$ cat config.mk
export PLATFORM = sky130hd
export DESIGN_NAME = burst_sequencer
export DESIGN_NICKNAME = d
export VERILOG_FILES = /design/src/rtl/burst_sequencer.sv
export SDC_FILE = /design/constraint.sdc
export NUM_CORES = 1
export LEC_CHECK = 0
export CORE_AREA = 2 2 171 157
export CTS_CLUSTER_DIAMETER = 50
export DETAILED_ROUTE_END_ITERATION = 10
export DIE_AREA = 0 0 173 159
export PLACE_DENSITY = 0.69
export SLEW_MARGIN = 20
export SYNTH_ARGS = -nofsm -noshare
export SYNTH_HDL_FRONTEND = slang
export SYNTH_SLANG_ARGS = --single-unit
$ cat constraint.sdc
create_clock -name clk -period 14.1 [get_ports clk]
set_input_delay 2.115 -clock clk [delete_from_list [all_inputs] [get_ports clk]]
set_output_delay 2.115 -clock clk [all_outputs]
set_load 0.03 [all_outputs]
$ cat src/rtl/burst_sequencer.sv
// burst_sequencer
//   Splits a byte-addressed transfer (address, length) into AXI-style bursts
//   that never cross a 4 KB boundary and never exceed MAX_BURST_BEATS beats.
//   One burst is outstanding at a time: address phase (ax_*), then beat_en
//   consumes its data beats, with beat_strb and beat_last describing the
//   beat currently offered.
// Ports
//   clk, rst                    clock, asynchronous active-high reset
//   start, address, length      transfer request (sampled when accepted in idle)
//   busy, done                  transfer in progress / one-cycle completion pulse
//   ax_valid, ax_ready          burst address handshake
//   ax_addr, ax_len             aligned burst address, beats minus one
//   beat_en                     one data beat consumed this cycle
//   beat_strb, beat_last        byte strobe and last-beat flag of the current beat
module burst_sequencer #(
  parameter int AXI_ADDR_W      = 32,
  parameter int AXI_DATA_W      = 32,
  parameter int LEN_W           = 32,
  parameter int MAX_BURST_BEATS = 256
) (
  input  logic                    clk,
  input  logic                    rst,
  input  logic                    start,
  input  logic [AXI_ADDR_W-1:0]   address,
  input  logic [LEN_W-1:0]        length,
  output logic                    busy,
  output logic                    done,
  output logic                    ax_valid,
  input  logic                    ax_ready,
  output logic [AXI_ADDR_W-1:0]   ax_addr,
  output logic [7:0]              ax_len,
  input  logic                    beat_en,
  output logic [AXI_DATA_W/8-1:0] beat_strb,
  output logic                    beat_last
);

  localparam int STRB_W = AXI_DATA_W / 8;
  localparam int OFF_W  = $clog2(STRB_W);
  // Burst arithmetic width: wide enough for LEN_W and for the largest
  // beat-limit byte count (256 beats * 128 bytes) plus an offset.
  localparam int CW     = (LEN_W > 18) ? LEN_W : 18;

  typedef enum logic [1:0] {S_IDLE, S_ADDR, S_DATA, S_FIN} state_t;

  state_t                  state_q;
  logic                    busy_q, done_q, ax_valid_q;
  logic [AXI_ADDR_W-1:0]   ax_addr_q;
  logic [7:0]              ax_len_q;
  logic [7:0]              beat_cnt_q;
  logic [AXI_ADDR_W-1:0]   cur_addr_q;
  logic [LEN_W-1:0]        rem_q;
  logic                    first_q, last_burst_q;
  logic [OFF_W-1:0]        start_off_q, end_off_q;

  // Next-burst calculation, shared by the first burst (from the inputs while
  // idle) and every later burst (from the running address/remaining count).
  logic [AXI_ADDR_W-1:0]   calc_addr;
  logic [LEN_W-1:0]        calc_rem;
  logic [OFF_W-1:0]        calc_off;
  logic [12:0]             to_4k;
  logic [CW-1:0]           rem_w, bytes, beats;
  logic [AXI_ADDR_W-1:0]   ax_addr_d, cur_addr_d;
  logic [7:0]              ax_len_d;
  logic [LEN_W-1:0]        rem_d;
  logic                    last_burst_d;
  logic [OFF_W-1:0]        start_off_d, end_off_d;

  always_comb begin
    calc_addr    = (state_q == S_IDLE) ? address : cur_addr_q;
    calc_rem     = (state_q == S_IDLE) ? length : rem_q;
    calc_off     = calc_addr[OFF_W-1:0];
    to_4k        = 13'h1000 - {1'b0, calc_addr[11:0]};
    rem_w        = CW'(calc_rem);
    bytes        = CW'(MAX_BURST_BEATS * STRB_W) - CW'(calc_off);
    if (CW'(to_4k) < bytes) bytes = CW'(to_4k);
    if (rem_w < bytes)      bytes = rem_w;
    beats        = (CW'(calc_off) + bytes + CW'(STRB_W - 1)) >> OFF_W;
    ax_addr_d    = {calc_addr[AXI_ADDR_W-1:OFF_W], {OFF_W{1'b0}}};
    ax_len_d     = 8'(beats - CW'(1));
    // A burst that does not finish the transfer always ends on an aligned
    // boundary, so later bursts start aligned.
    cur_addr_d   = calc_addr + AXI_ADDR_W'(bytes);
    rem_d        = calc_rem - LEN_W'(bytes);
    last_burst_d = (rem_w == bytes);
    start_off_d  = address[OFF_W-1:0];
    end_off_d    = address[OFF_W-1:0] + length[OFF_W-1:0] - OFF_W'(1);
  end

  always_ff @(posedge clk or posedge rst) begin
    if (rst) begin
      state_q      <= S_IDLE;
      busy_q       <= 1'b0;
      done_q       <= 1'b0;
      ax_valid_q   <= 1'b0;
      ax_addr_q    <= '0;
      ax_len_q     <= '0;
      beat_cnt_q   <= '0;
      cur_addr_q   <= '0;
      rem_q        <= '0;
      first_q      <= 1'b0;
      last_burst_q <= 1'b0;
      start_off_q  <= '0;
      end_off_q    <= '0;
    end else begin
      done_q <= 1'b0;
      case (state_q)
        S_IDLE: begin
          if (start) begin
            busy_q <= 1'b1;
            if (length == '0) begin
              state_q <= S_FIN;
              done_q  <= 1'b1;
            end else begin
              state_q      <= S_ADDR;
              ax_valid_q   <= 1'b1;
              ax_addr_q    <= ax_addr_d;
              ax_len_q     <= ax_len_d;
              cur_addr_q   <= cur_addr_d;
              rem_q        <= rem_d;
              last_burst_q <= last_burst_d;
              first_q      <= 1'b1;
              start_off_q  <= start_off_d;
              end_off_q    <= end_off_d;
            end
          end
        end
        S_ADDR: begin
          if (ax_ready) begin
            ax_valid_q <= 1'b0;
            beat_cnt_q <= '0;
            state_q    <= S_DATA;
          end
        end
        S_DATA: begin
          if (beat_en) begin
            if (beat_cnt_q == ax_len_q) begin
              beat_cnt_q <= '0;
              first_q    <= 1'b0;
              if (last_burst_q) begin
                state_q <= S_FIN;
                done_q  <= 1'b1;
              end else begin
                state_q      <= S_ADDR;
                ax_valid_q   <= 1'b1;
                ax_addr_q    <= ax_addr_d;
                ax_len_q     <= ax_len_d;
                cur_addr_q   <= cur_addr_d;
                rem_q        <= rem_d;
                last_burst_q <= last_burst_d;
              end
            end else begin
              beat_cnt_q <= beat_cnt_q + 8'd1;
            end
          end
        end
        S_FIN: begin
          busy_q  <= 1'b0;
          state_q <= S_IDLE;
        end
        default: state_q <= S_IDLE;
      endcase
    end
  end

  assign busy      = busy_q;
  assign done      = done_q;
  assign ax_valid  = ax_valid_q;
  assign ax_addr   = ax_addr_q;
  assign ax_len    = ax_len_q;
  assign beat_last = (state_q == S_DATA) && (beat_cnt_q == ax_len_q);

  // Leading bytes are masked on the very first beat of the transfer and
  // trailing bytes on the very last; a single-beat transfer gets both.
  always_comb begin
    beat_strb = '1;
    for (int unsigned i = 0; i < STRB_W; i++) begin
      if (first_q && (beat_cnt_q == '0) && (OFF_W'(i) < start_off_q))
        beat_strb[i] = 1'b0;
      if (last_burst_q && beat_last && (OFF_W'(i) > end_off_q))
        beat_strb[i] = 1'b0;
    end
  end

endmodule
==> results of run 1 <==
[cell usage after synthesis, types with 7 or more instances]
cell | number | share of area, %
a211oi_1 | 13 | 0.96
a21boi_0 | 7 | 0.52
a21o_1 | 35 | 2.6
a21oi_1 | 86 | 4.2
a31oi_1 | 13 | 0.80
and2_1 | 10 | 0.62
and3_1 | 10 | 0.62
buf_1 | 13 | 0.48
clkbuf_1 | 42 | 1.6
dfrtp_1 | 121 | 30
ha_1 | 72 | 8.9
inv_1 | 61 | 2.3
mux2i_1 | 23 | 2.3
nand2_1 | 299 | 11
nand2b_1 | 10 | 0.62
nand3_1 | 20 | 0.99
nand4_1 | 12 | 0.74
nor2_1 | 75 | 2.8
nor2b_1 | 8 | 0.49
nor3_1 | 38 | 1.9
nor4_1 | 17 | 1.0
o2111ai_1 | 7 | 0.60
o211ai_1 | 13 | 0.96
o21a_1 | 8 | 0.59
o21ai_0 | 108 | 5.3
o21ai_1 | 7 | 0.34
o21bai_1 | 7 | 0.52
o31ai_1 | 20 | 1.5
or3_1 | 11 | 0.68
xnor2_1 | 43 | 3.7
xor2_1 | 17 | 1.5
[critical path: cells and delay by family]
family	cells	cell delay (ns)
compound gates	16	4.07
simple gates	8	2.16
fa+ha+maj	4	1.73
mux	2	0.68
buf+inv	1	0.53
xor+xnor	1	0.16
[through the flow]
step	cell area [µm²]	std cells
CTS	12250	1787
floorplan	10240	1345
global route	12260	1787
finish	12260	1787
detailed placement	11630	1755
global placement	11630	1755
[final cells by class]
| type | count | area (µm²) |
|---|---|---|
| fill | 2519 | 13390 |
| tap | 348 | 435.4 |
| sequential | 121 | 3028 |
| inverter | 63 | 239.0 |
| clock buffer | 18 | 439.2 |
| timing repair buffer | 124 | 1216 |
| clock inverter | 14 | 183.9 |
| multi-input combinational | 1099 | 6714 |
[registers in the layout (all words and copies together) (netlist names), 2 cells and up]
signal,cells
beat_cnt_q,8
ax_len,8
start_off_q,2
ax_addr,30
state_q,2
rem_q,32
end_off_q,2
cur_addr_q,32
[worst paths after layout]
kind / endpoint / slack, ns / depth (start not counted)
min in group asynchronous: busy / 2.24 / 2
max in group asynchronous: ax_len[4] / 10.59 / 3
worst min-delay path: ax_addr[29] / 0.47 / 2
worst max register to register: cur_addr_q[30] / 3.82 / 33
worst min register to register: ax_addr[29] / 0.47 / 2
worst max-delay path: cur_addr_q[30] / 2.94 / 32
[routing by layer]
metal	wire (µm)	share of wire, %	track usage [%]	up-vias
li1	-	-	-	4884
met1	13570	46	28.55	4650
met2	13690	46	35.80	286
met3	1726	5.9	4.537	38
met4	500	1.7	5.817	0
met5	0	0	0	-
[cells by family (layout without fill, tap and decap cells)]
| family | after synthesis | count (layout) | share of synthesized area (%) |
|---|---|---|---|
| simple gates | 540 | 540 | 24.13 |
| compound gates | 373 | 373 | 23.55 |
| buf+inv | 125 | 219 | 5.000 |
| mux | 28 | 28 | 2.820 |
| other cells | 2 | 23 | 0.07392 |
| xor+xnor | 60 | 60 | 5.172 |
| fa+ha+maj | 75 | 75 | 9.458 |
| flops | 121 | 121 | 29.80 |
==> impl_metrics.toml, run 1 <==
[worst_setup_path]
arrival_ns = 11.47
crit_fanout = 18
end_kind = "register"
crit_start = "address[0]"
crit_required_ns = 14.41
r2r-start = "state_q[1]"
worst-setup-path-type = "in -> reg"
max_stage_delay_ns = 0.67
crit_path_start_kind = "input pin"
crit_slowest_cell = "ha_1"

[drt]
drc = 0
routed_via_density = 5.517
drt_wl_total_um = 29490
drt_pass1_iterations = 5
final_antenna_net_count = 0
wl_per_cell_um = 16.50
first_iter_violations = 712
vias = 9858

[synthesis]
ys_types = 83
synth.avg_cell_area_um2 = 7.674
postSynth.asyncResetShare_pct = 100.0
syn-cell-area_mm2 = 0.01016
seq_area_frac_synth_pct = 29.80
synth_edf_count = 0
yosys_register_bits = 121
synth_cells = 1324
ys.warnings.count = 0
synthFlopType = "dfrtp_1"

[placement]
port_buffers = 114
place_ws_ns = 2.595
dpl.hpwl_um = 21400
gp_congestion = 0.9084

[die]
io_pins = 117
die_h_um = 159
initial_core_util_pct = 39.62
die_x_um = 173
num_rows = 56
die-area_mm2 = 0.02751
core_mm2 = 0.02564

[timing]
finalCritPeriodShare_pct = 79.17
period_minus_slack_ns = 11.16
fmaxAchievable_ghz = 0.08958
slew_viol_final = 0
finalHoldViolations = 0
max_slew_margin_pct = 34.98
holdWs_ns = 0.4737
skew_ns = 0.02154
rsz0062_at_grt = "no"
worst_slack_ns = 2.937
timing.setup.tns_ns = 0
tightest_slew_ns = 0.9666
setup_viol = 0

[global_route]
grt_antenna_before_repair = 0
track_usage_pct = 21.58
grt_pass1_wl_um = 48990
grt-ovfl-total = 0
first_global_vias = 9563
grt_max_degree = 92

[layout]
drive_above_1_share_pct = 4.795
mostFrequentLayoutCells = "nand2_1, dfrtp_1, clkdlybuf4s50_1"
final_util_pct = 47.79
antenna_cells = 0
final_common_cell = "nand2_1"
nets = 1570
areaGrowthSynthToFinish_pct = 20.63

[clocking]
clk_pin_slew_worst_paths_ns = 0.06
cts.sinks = 121
cts_hold_buf = 0
cts_buffer_depth = 2
cts_tree = "yes"
cts-root-buf = "clkbuf_16"
cts_resized = 0
cts_buffers = 17
postCtsSetupRepairBufs = 0
clkLatencyLatePin_ns = 0.43
ctsHtreeMaxLevel = 4

[worst_hold_path]
hp-start = "ax_addr[29]"
hp-class = "reg -> reg"

[flow_run]
drv_cap = 0

[run_status]
status = "finished, final reports clean"
Power of run 1 is left out: the tool's default activity adds up to more than one toggle a clock period on the data nets, which glitch-free logic cannot reach.
==> inputs of run 2 (changes only) <==
==> constraint.sdc (replaced) <==
create_clock -name clk -period 10.8 [get_ports clk]
set_input_delay 1.62 -clock clk [delete_from_list [all_inputs] [get_ports clk]]
set_output_delay 1.62 -clock clk [all_outputs]
set_load 0.03 [all_outputs]
==> run 2 against run 1 <==
- register-to-register slack worse by 2.2 ns
- clock skew increased by 0.00089 ns
- final cell count grew 0.78%
- global-route usage is 0.13 points higher
- core utilization up 0.22 points
- cell area rose by 0.46%
- critical path depth rose by 1
- critical endpoint unchanged
==> impl_metrics.toml, run 2 (synthesis gave the netlist of run 1 again) <==
[drt]
wl_per_cell_um = 16.45
final_antenna_net_count = 0
drt_pass1_iterations = 6
drc = 0
drt_wl_total_um = 29630
first_iter_violations = 559
vias = 9873
routed_via_density = 5.482

[global_route]
first_global_vias = 9587
grt-ovfl-total = 0
grt_antenna_before_repair = 0
track_usage_pct = 21.71
grt_max_degree = 85
grt_pass1_wl_um = 49130

[clocking]
cts_resized = 0
postCtsSetupRepairBufs = 0
cts_hold_buf = 0
clk_pin_slew_worst_paths_ns = 0.07
cts_buffer_depth = 2
cts_tree = "yes"
cts.sinks = 121
ctsHtreeMaxLevel = 4
cts-root-buf = "clkbuf_16"
cts_buffers = 17
clkLatencyLatePin_ns = 0.43

[placement]
dpl.hpwl_um = 22060
place_inst = 1768
postPlaceCellArea_mm2 = 0.01172
port_buffers = 114
gp_congestion = 0.8750

[worst_setup_path]
crit_required_ns = 11.12
cpLargestDelayFamily = "compound AO/OA/AOI/OAI gates"
reg2reg_depth = 34
crit_fanout = 11
reg2reg_to = "cur_addr_q[30]"
end_kind = "register"
path_buf_inv = 1
r2r-start = "state_q[1]"
regToRegSetupSlack_ns = 1.61
arrival_ns = 10.34
crit_slowest_cell = "clkdlybuf4s50_1"
path_common_cell = "o21ai_0"
worst-setup-path-type = "in -> reg"
max_stage_delay_ns = 0.58
crit_path_start_kind = "input pin"
crit_start = "address[1]"

[die]
die_h_um = 159
core_mm2 = 0.02564
initial_core_util_pct = 39.62
die-area_mm2 = 0.02751
io_pins = 117
num_rows = 56
die_x_um = 173

[layout]
mostFrequentLayoutCells = "nand2_1, dfrtp_1, clkdlybuf4s50_1"
final_common_cell = "nand2_1"
drive_above_1_share_pct = 5.643
finalInstanceArea_mm2 = 0.01231
nFillCells = 2546
nets = 1584
fin_cells = 1801
antenna_cells = 0
areaGrowthSynthToFinish_pct = 21.18

[timing]
skew_ns = 0.02244
setup_viol = 0
period_minus_slack_ns = 10.02
max_slew_margin_pct = 31.81
fmaxAchievable_ghz = 0.09984
finalHoldViolations = 0
timing.setup.tns_ns = 0
finalCritPeriodShare_pct = 92.74
slew_viol_final = 0
holdWs_ns = 0.4726
tightest_slew_ns = 1.014
rsz0062_at_grt = "no"

[worst_hold_path]
hp-class = "reg -> reg"
whs_path_depth = 2
hp-start = "cur_addr_q[19]"
min_to = "cur_addr_q[19]"

[run_status]
status = "finished, final reports clean"

[flow_run]
drv_cap = 0
==> run 2: changes by cell type in the layout (fill, tap and decap cells not counted), sizes merged <==
cell / previous run / this run
buf: 10 / 24
clkinvlp: 1 / 4
bufinv: 3 / 1
clkbuf: 18 / 17
clkinv: 4 / 5
inv: 69 / 68
==> run 2: worst max path at each step <==
stage | endpoint | slack [ns] | cells after the start
after floorplan | rem_q[31] | 0.81 | 43
after global placement | cur_addr_q[30] | 0.57 | 33
after detailed placement | cur_addr_q[30] | 0.44 | 33
after CTS | cur_addr_q[30] | 0.87 | 33
after global routing | cur_addr_q[30] | 0.21 | 33
final | cur_addr_q[30] | 0.78 | 33
==> run 2: worst reg2reg max path, delay by kind of cell (launching register included) <==
kind,cells,cell delay (ns)
AOI/OAI and AO/OA,16,3.68
muxes,3,0.86
buffers and inverters,2,0.32
DFF,1,0.69
and+or+nand+nor,8,1.99
adders and majority gates,5,1.53
==> run 2: through the flow <==
step           worst slack [ns]  util, %
4_1_cts                  0.8734    47.93
2_1_floorplan            0.8077        -
3_3_place_gp             0.5676    45.72
6_report                 0.7844    48.01
5_1_grt                  0.2139    48.01
3_5_place_dp             0.4350    45.72
==> run 2: area by class of cell <==
type	count	area, µm²	share of cell area, %
clock buffer	17	425.4	3.455
timing repair buffer	138	1334	10.83
inverter	63	239.0	1.941
multi-input combinational	1099	6708	54.48
clock inverter	15	142.6	1.159
tap	348	435.4	3.537
sequential	121	3028	24.59
==> run 2: routing by layer <==
layer  up-vias  GRT usage (%)  part of all wire (%)
li1       4911              -                     -
met1      4602          28.79                    46
met2       316          35.65                    46
met3        44          4.895                   6.4
met4         0          5.932                   2.1
met5         -              0                     0
Power of run 2 is left out for the same reason.
==> patch (flow settings as in run 1) <==
Re-encode `state_t` (4 states) as one-hot, 4 bits wide.
--- a/src/rtl/burst_sequencer.sv
+++ b/src/rtl/burst_sequencer.sv
@@ -41,5 +41,5 @@
   localparam int CW     = (LEN_W > 18) ? LEN_W : 18;
 
-  typedef enum logic [1:0] {S_IDLE, S_ADDR, S_DATA, S_FIN} state_t;
+  typedef enum logic [3:0] {S_IDLE = 4'b0001, S_ADDR = 4'b0010, S_DATA = 4'b0100, S_FIN = 4'b1000} state_t;
 
   state_t                  state_q;
Check against the original RTL: no difference found for any inputs over 4 cycles, from zero or initial values and one cycle with rst high; so few cycles prove little.
==> patch against run 1 <==
- sequential cell count up 2
- count of clock-buffer cells in the layout unchanged
- cell area down 0.59%
- largest cell class unchanged
- critical path depth up 1
- synthesized area down 0.44%
- clock skew down 7.9 ps
- wire length down 5.3%
- die area unchanged
- setup slack worse by 110 ps
Power is left out: the tool's default activity adds up to more than one toggle a clock period on the data nets, which glitch-free logic cannot reach.
==> patch: results (changes against run 1) <==
number of distinct library cell variants in the gate-level netlist after synthesis 84 (+1.2%); met2 routed WL 12400 µm (-9.5%); fraction of final layout cells with drive strength greater than 1 5.80% (+1.0 points); layout filler cell count 2567 (+1.9%); top routing layer in use met4; H-tree depth reported by CTS 4 (unchanged); first-iteration detailed-routing DRC count 810 (+14%); met3 wire len 1400 µm (-19%); result of the run completed; post-synthesis sequential area ratio 30.4% (+0.64 points); worst-path cell with the longest stage delay sky130_fd_sc_hd__o21ai_0; maximum number of pins on one net before global-route repair 82 (-11%); Placer Congestion 0.894 (-1.6%); final-report hold violation count 0 (unchanged); number of global-route vias before repair 9003 (-5.9%); final worst clock skew 13.7 ps (-7.87 ps); Crit path largest cell delay 800 ps (+130 ps); data arrival time of the critical path 11560 ps (+90 ps); Routed wire per std cell 16.2 µm (-2.1%); Total Routing Usage GR 20.2% (-1.3 points); final net count 1511 (-3.8%); Max-slew headroom 34.9% (-0.048 points); number of vias per cell after detailed routing 5.52 (about the same); FF-to-FF setup slack 3700 ps (-120 ps); list of most frequent post-synthesis cells 206 x sky130_fd_sc_hd__nand2_1, 122 x sky130_fd_sc_hd__dfrtp_1, 95 x sky130_fd_sc_hd__nor2_1; HPWL Detailed 20600 µm (-3.5%); met1 wire length 13600 µm (+0.45%); global-route wire length before repair 45700 µm (-6.6%); top cells by area in the synthesized netlist sky130_fd_sc_hd__dfrtp_1 30%, sky130_fd_sc_hd__ha_1 8.9%, sky130_fd_sc_hd__nand2_1 7.6%; TritonCTS buffer count 17 (unchanged); crit-path max FO 15 (-3)
patch: path summary, 6_finish.rpt:
path,end,depth (start not counted),start
setup / recovery,cur_addr_q[30],33,address[0]
hold / removal,ax_valid,2,ax_valid
setup reg to reg,cur_addr_q[30],31,state_q[0]
hold reg to reg,ax_valid,2,ax_valid
max in group asynchronous,state_q[0],4,rst
min in group asynchronous,cur_addr_q[30],2,rst
patch: through the flow:
stage | utilization, % | setup slack, ps | instance area [µm²] | hold WS [ps] | cells
final | 47.5 | 2820 | 12200 | 473 | 1728
after CTS | 47.4 | 2930 | 12200 | 480 | 1727
after detailed placement | 45.2 | 2520 | 11600 | 466 | 1695
after global routing | 47.5 | 1810 | 12200 | 494 | 1728
after global placement | 45.2 | 2870 | 11600 | 460 | 1695
after floorplan | - | 4360 | 10200 | 445 | 1282
patch: cells by family (layout without fill, tap and decap cells):
logic type	after synthesis	after routing	synth area share [%]
buf+inv	116	214	4.59
simple gates	496	496	23.0
compound gates	345	345	22.5
flops	123	123	30.4
xor+xnor	58	58	5.10
mux	46	46	4.80
fa+ha+maj	75	75	9.50
other cells	2	23	0.0742
patch: layout make-up:
type	count	area [µm²]	area share [%]
timing repair buffer	121	1210	9.96
tap	348	435	3.57
inverter	61	231	1.90
multi-input combinational	1043	6670	54.8
sequential	123	3080	25.3
clock buffer	18	439	3.60
clock inverter	14	113	0.924
patch: worst max-delay path, delay by kind of cell:
family,cells,cell delay (ps)
xor+xnor,2,430
buf+inv,2,550
simple gates,8,1720
fa+ha+maj,4,1610
compound gates,16,4620
mux,1,520
patch: routing by layer:
layer	global-route usage, %	vias to the layer above
li1	-	4740
met5	0	-
met2	31.5	256
met3	3.84	35
met1	28.7	4507
met4	5.62	0
